### src/rtl/logical_tile_clb_mode_frac__fle_param.sv
// Fracturable logic element for the clb tile.
//  - K-input LUT, splittable into two (K-1)-LUTs, or an arithmetic slice
//    driving the cin -> cout chain combinationally.
//  - Two output FFs with enable and per-output bypass; they double as a
//    two-bit scan chain (fle_sc_in -> ff[0] -> ff[1] -> fle_sc_out).
//  - Configuration lives in a serial ccff chain clocked by fle_clk.
// Optional feature macro: FLE_CFG_PARITY_EN adds an even-parity bit at the
// top of the config chain and a sticky, registered cfg_err output.
module logical_tile_clb_mode_frac__fle_param #(
  parameter int K = 6
) (
  input  logic         fle_clk,
  input  logic         fle_reset,
  input  logic         config_enable,
  input  logic         ccff_head,
  input  logic [K-1:0] fle_in,
  input  logic         fle_cin,
  input  logic         fle_sc_en,
  input  logic         fle_sc_in,
  input  logic         fle_enable,
  output logic [1:0]   fle_out,
  output logic         fle_cout,
  output logic         fle_sc_out,
  output logic         ccff_tail
`ifdef FLE_CFG_PARITY_EN
  ,
  output logic         cfg_err
`endif
);

  localparam int MASK_W = 2 ** K;
  localparam int HALF_W = 2 ** (K - 1);
`ifdef FLE_CFG_PARITY_EN
  localparam int CFG_W  = MASK_W + 5;
`else
  localparam int CFG_W  = MASK_W + 4;
`endif

  // Config chain and user FFs
  logic [CFG_W-1:0]  cfg_q, cfg_d;
  logic [1:0]        ff_q, ff_d;

  // Decoded configuration fields
  logic [MASK_W-1:0] lut_mask;
  logic [HALF_W-1:0] lut_lo;
  logic [HALF_W-1:0] lut_hi;
  logic              frac;
  logic              arith;
  logic [1:0]        bypass;
  logic [K-2:0]      half_idx;

  assign lut_mask = cfg_q[MASK_W-1:0];
  assign lut_lo   = cfg_q[HALF_W-1:0];
  assign lut_hi   = cfg_q[MASK_W-1:HALF_W];
  assign frac     = cfg_q[MASK_W];
  assign arith    = cfg_q[MASK_W+1];
  assign bypass   = cfg_q[MASK_W+3:MASK_W+2];
  assign half_idx = fle_in[K-2:0];

  // LUT results and carry
  logic [1:0] lut_c;
  logic       carry_out;
  logic       prop;
  logic       gen;

  // LUT evaluation: arithmetic overrides fracture; carry is zero outside arith
  always_comb begin
    lut_c     = 2'b00;
    carry_out = 1'b0;
    prop      = 1'b0;
    gen       = 1'b0;
    if (arith) begin
      prop      = lut_lo[half_idx];
      gen       = lut_hi[half_idx];
      lut_c[0]  = prop ^ fle_cin;
      lut_c[1]  = gen;
      carry_out = prop ? fle_cin : gen;
    end else if (frac) begin
      lut_c = {lut_hi[half_idx], lut_lo[half_idx]};
    end else begin
      lut_c = {2{lut_mask[fle_in]}};
    end
  end

  // Next-state for config chain and FFs (config shift freezes user FFs)
  always_comb begin
    cfg_d = cfg_q;
    ff_d  = ff_q;
    if (config_enable) begin
      cfg_d = {cfg_q[CFG_W-2:0], ccff_head};
    end else if (fle_sc_en) begin
      ff_d = {ff_q[0], fle_sc_in};
    end else if (fle_enable) begin
      ff_d = lut_c;
    end
  end

  // State registers with synchronous reset
  always_ff @(posedge fle_clk) begin
    if (fle_reset) begin
      cfg_q <= '0;
      ff_q  <= 2'b00;
    end else begin
      cfg_q <= cfg_d;
      ff_q  <= ff_d;
    end
  end

  // Output mux: bypass selects combinational LUT, forced low while configuring
  always_comb begin
    fle_out  = 2'b00;
    fle_cout = 1'b0;
    if (!config_enable) begin
      for (int i = 0; i < 2; i++) begin
        fle_out[i] = bypass[i] ? lut_c[i] : ff_q[i];
      end
      fle_cout = carry_out;
    end
  end

  assign fle_sc_out = ff_q[1];
  assign ccff_tail  = cfg_q[CFG_W-1];

`ifdef FLE_CFG_PARITY_EN
  logic cfg_err_q, cfg_err_d;

  // Sticky parity flag; cleared by any config shift cycle
  always_comb begin
    cfg_err_d = cfg_err_q;
    if (config_enable) begin
      cfg_err_d = 1'b0;
    end else if (^cfg_q) begin
      cfg_err_d = 1'b1;
    end
  end

  // Parity flag register
  always_ff @(posedge fle_clk) begin
    if (fle_reset) begin
      cfg_err_q <= 1'b0;
    end else begin
      cfg_err_q <= cfg_err_d;
    end
  end

  assign cfg_err = cfg_err_q;
`endif

endmodule

### config.mk
export PLATFORM = sky130hd
export DESIGN_NAME = logical_tile_clb_mode_frac__fle_param
export DESIGN_NICKNAME = d
export VERILOG_FILES = /design/src/rtl/logical_tile_clb_mode_frac__fle_param.sv
export SDC_FILE = /design/constraint.sdc
export NUM_CORES = 1
export LEC_CHECK = 0
export BUFFER_PORTS_ARGS = -buffer_cell sky130_fd_sc_hd__buf_2
export CAP_MARGIN = 20
export CORE_ASPECT_RATIO = 0.9
export CORE_UTILIZATION = 54
export DETAILED_ROUTE_END_ITERATION = 12
export GPL_TIMING_DRIVEN = 1
export PLACE_DENSITY = 0.72
export SLEW_MARGIN = 40
export SYNTH_ARGS = -nofsm -noshare
export SYNTH_HDL_FRONTEND = slang
export SYNTH_SLANG_ARGS = --single-unit
export TNS_END_PERCENT = 1
### constraint.sdc
create_clock -name fle_clk -period 2.4 [get_ports fle_clk]
set_input_delay 0.36 -clock fle_clk [delete_from_list [all_inputs] [get_ports fle_clk]]
set_output_delay 0.36 -clock fle_clk [all_outputs]
set_load 0.05 [all_outputs]
Word level (Yosys, flattened, before mapping)
Index checks and enable logic that the tools add are counted.
{"block": "classes", "order_cmp": 2, "muxes": 16, "bitwise_logic": 2, "reduce_logical": 2}
{"operator": "1-bit binary-select mux with 5-bit select", "count": 2}
{"operator": "2-bit 2-to-1 mux", "count": 5}
{"operator": "1-bit 2-to-1 mux", "count": 8}
{"operator": "6-bit by 7-bit < comparator with 1-bit output, second input constant", "count": 1}
{"operator": "1-bit binary-select mux with 6-bit select", "count": 1}
{"operator": "5-bit by 6-bit < comparator with 1-bit output, second input constant", "count": 1}
{"operator": "2-bit AND reduction", "count": 1}
{"operator": "2-bit nonzero test", "count": 1}
{"operator": "1-bit inverter", "count": 1}
{"operator": "1-bit bitwise XOR", "count": 1}
{"block": "word_totals", "reg_bits": 70, "input_bits": 14, "out_inout_bits": 5, "wordCells": 24}

Longest topological paths before layout
{"block": "depth", "word_depth": 6, "mapped_depth": 7, "mapped_depth_nobuf": 5}

Worst setup path before layout
No wires, ideal clock.
{"block": "synth_path", "path_kind": "input port to output port", "start": "input fle_in[1]", "end": "output fle_out[0]", "arrival_ps": 3268, "slack_ps": -1228, "stages": 7, "path_buffers": 2, "path_cell_list": "buf_6 buf_12 mux4_2 mux4_2 mux2i_4 a32oi_1 a311oi_1"}
{"block": "synth_between", "elab_chain_len": 6, "word_cells_on_any_way": 9, "classes_between": "mux (8); bitwise (1)"}
{"element": "from (decl)", "line": "16", "rtl": "input logic [K-1:0] fle_in,"}
{"element": "1-bit binary-select mux with 6-bit select / 1-bit binary-select mux with 5-bit select (equally long branches)", "line": "81, 73, 79"}
{"element": "1-bit 2-to-1 mux (on tied branches)", "line": "81, 73, 79"}
{"element": "2-bit 2-to-1 mux / 1-bit bitwise XOR (equally long branches)", "line": "78, 75"}
{"element": "2-bit 2-to-1 mux (*)", "line": "72", "rtl": "if (arith) begin"}
{"element": "1-bit 2-to-1 mux (*)", "line": "115", "rtl": "fle_out[i] = bypass[i] ? lut_c[i] : ff_q[i];"}
{"element": "2-bit 2-to-1 mux (*)", "line": "113", "rtl": "if (!config_enable) begin"}
{"element": "to (decl)", "line": "21", "rtl": "output logic [1:0] fle_out,"}
Mark *: on every way between the ends. The rest lies on a longest branch, timed or not. The select of a mux whose other input is x is not followed.

Final worst setup path
Same ends and word-level chain as after synthesis.

==> flow_summary.ini <==
[sta]
hold_viol_final = 0
worstMarginPinSlew_ns = 0.737
rsz0062_at_grt = true
skew_ns = 0.00705
drv_slew = 0
max_freq_mhz = 348
worst_slack_ns = -0.477
whs_ns = 0.246
finalCritPeriodShare = 1.20
setup_viol = 3
slew_headroom = 0.509
period_needed_ns = 2.88
setup_tns_ns = -1.40

[final_layout]
final_cell_mix = buf_4 (74), nor2_1 (72), dfxtp_1 (69)
num-fill-cells = 422
antennaDiodeCount = 0
fin_area_um2 = 4040
layout.nets = 374
drive_gt1_frac = 0.340
area_growth_pct = 27.6
fin_util = 0.714
final_common_cell = buf_4

[route]
post-route-drc-count = 0
via_per_inst = 5.45
drtIter0Drc = 157
top_layer = met4
wl_met3_um = 371
firstDrtPassIters = 4
finalWirelength_um = 6380
wire_per_inst_um = 14.7
vias = 2372
ant_nets = 0
route.met2.wl_um = 2850
wirelength_met1_um = 3100

[die]
core_area_um2 = 5660
num_io_pins = 19
die_h_um = 74.7
die_area_um2 = 6180
start_util = 0.560
fp-row-count = 26
die_w_um = 82.7

[synthesis]
synth_cell_types = 30
ys_seq_area_frac = 0.442
ys_warn_count = 0
synth_top_family_by_area = multiplexers
synthXorXnorAreaFrac = 0
syn_nets = 293
synthMuxAreaShare = 0.384
yosys.area_share.adder = 0
synth-compound-area-share = 0.0229
avgSynthCellArea_um2 = 11.4
synthCells = 279
syn_area_um2 = 3170
synthSimpleGateAreaFrac = 0.117
ys_ff_latch = 70

[global_routing]
grt_pass1_wl_um = 10700
overflow = 0
first_global_vias = 2299
antenna_found_initial = 0
grt_usage = 0.238
grt_max_degree = 49

[hold_path]
holdPathStages = 3
min_to = cfg_q[0]
hp-class = input port to register
min_from = ccff_head

[clock_network]
clkLatencyLatePin_ns = 0.34
h-tree-depth = 3
cts_root_buf = clkbuf_8
numCtsBuffers = 9
cts_max_path_buffers = 2
post_cts_buffers = 0
cts_tree = done
clk_pin_slew_ns = 0.07
cts_sinks = 70

[power]
leakage_uw = 0.00189
power.density_nw_per_um2 = 568
vdd_drop_max_mv = 0.419
clkPwrFrac = 0.423
netSwitchingPower_uw = 526
p_sw_frac = 0.229
p_comb_frac = 0.069
power_frac_seq = 0.508
internal_power_uw = 1770

[setup_path]
max_stage_delay_ns = 0.56
worstReg2RegStart = cfg_q[52]
path_cells = buf_2 -> buf_12 -> mux4_1 -> mux4_2 -> mux2_4 -> a32oi_2 -> a311oi_4 -> buf_6
crit_family = multiplexers
r2r_cells = 5
r2r_setup_slack_ns = 0.37
required_ns = 2.04
timing.rr.end = ff_q[1]
worst-path-buf-inv = 3
crit_path_max_fanout = 15
crit_type = input port to output pin
slowest_stage = mux4_1
end_kind = output pin
cp.depth = 8
startpoint_type = input port
crit_arrival_ns = 2.52

[job]
cap_viol_max_count = 0

[placement]
pre_cts_ws_ns = -0.609
gp_congestion = 0.762
hpwl_um = 4350
dpl_cell_area_um2 = 3820
port_buffers = 18

[outcome]
violations = negative setup slack
status = complete, but fails checks
-- state kept, by name (all words and copies together) (netlist names) --
| name | count |
|---|---|
| cfg_q | 68 |
| ff_q | 2 |
-- stage by stage --
step,power (uW),instances
floorplan,1310,279
global placement,1350,419
detailed placement,1350,419
CTS,2320,435
global route,2370,435
finish,2290,435
-- cells in the mapped netlist --
| master | number | area (um2) |
|---|---|---|
| buf_1 | 1 | 3.75 |
| buf_6 | 1 | 11.3 |
| mux2i_4 | 1 | 22.5 |
| nor3_1 | 2 | 10.0 |
| inv_1 | 1 | 3.75 |
| nand2b_1 | 3 | 18.8 |
| nor4_1 | 1 | 6.26 |
| nand2_1 | 2 | 7.51 |
| a311oi_1 | 2 | 17.5 |
| o221ai_1 | 1 | 8.76 |
| nor3b_1 | 3 | 22.5 |
| mux4_2 | 6 | 135 |
| o211ai_1 | 1 | 7.51 |
| o21ai_0 | 1 | 5.00 |
| a21oi_1 | 2 | 10.0 |
| a41oi_1 | 1 | 8.76 |
| nand3b_1 | 2 | 15.0 |
| or3b_2 | 1 | 8.76 |
| buf_2 | 2 | 10.0 |
| and3_2 | 1 | 7.51 |
| mux4_1 | 14 | 368 |
| a31oi_1 | 1 | 6.26 |
| nor2_1 | 72 | 270 |
| a32oi_1 | 1 | 8.76 |
| buf_12 | 1 | 20.0 |
| nand3_1 | 1 | 5.00 |
| mux2_2 | 1 | 11.3 |
| mux2i_1 | 68 | 681 |
| clkbuf_1 | 15 | 56.3 |
| dfxtp_1 | 70 | 1400 |
-- cells by family (layout without fill, tap and decap cells) --
logic type / count (synthesis) / after routing
AOI/OAI and AO/OA: 10 / 10
buffers and inverters: 21 / 107
DFF: 70 / 70
muxes: 90 / 90
and+or+nand+nor: 88 / 88
-- per-layer routing --
metal | GRT usage | up-vias
met4 | 0.0824 | 0
met1 | 0.318 | 1141
li1 | - | 1164
met2 | 0.358 | 59
met3 | 0.0885 | 8
met5 | 0 | -
-- worst max path at each step --
stage                     slack (ns)    endpoint      start
after global routing           -0.56  fle_out[1]  fle_in[1]
after global placement         -0.55  fle_out[0]  fle_in[1]
final                          -0.48  fle_out[0]  fle_in[1]
after floorplan                -0.53  fle_out[0]  fle_in[1]
after detailed placement       -0.61  fle_out[0]  fle_in[1]
after CTS                      -0.47  fle_out[0]  fle_in[1]
-- power by group through the flow --
| stage | combinational [uW] | clock (uW) | sequential (uW) |
|---|---|---|---|
| 2_1_floorplan | 112 | 0 | 1200 |
| 3_3_place_gp | 153 | 0 | 1190 |
| 3_5_place_dp | 154 | 0 | 1190 |
| 4_1_cts | 157 | 996 | 1170 |
| 5_1_grt | 169 | 1040 | 1170 |
| 6_report | 158 | 970 | 1170 |
-- worst min-delay path: stages --
cell,delay (ns)
buf_2,0.07
mux2i_1,0.05
nor2_1,0.07
-- final cells by class --
class                   count  area (um2)  share of cell area
multi-input cells         188        1690               0.418
clock buffers              13         159              0.0393
flip-flops and latches     70        1400               0.347
clock inverters             3        42.5              0.0105
inverters                   1        3.75            0.000929
repair buffers             90         657               0.163
well taps                  70        87.6              0.0217
-- what timing repair did --
action | in CTS | in global routing
hold buffers | 0 | 0
cloned | 0 | 0
endpoints found under the setup margin | 3 | 3
pin swaps | 1 | 0
gates resized for setup | 12 | 2
(Power assumes the default switching activity.)
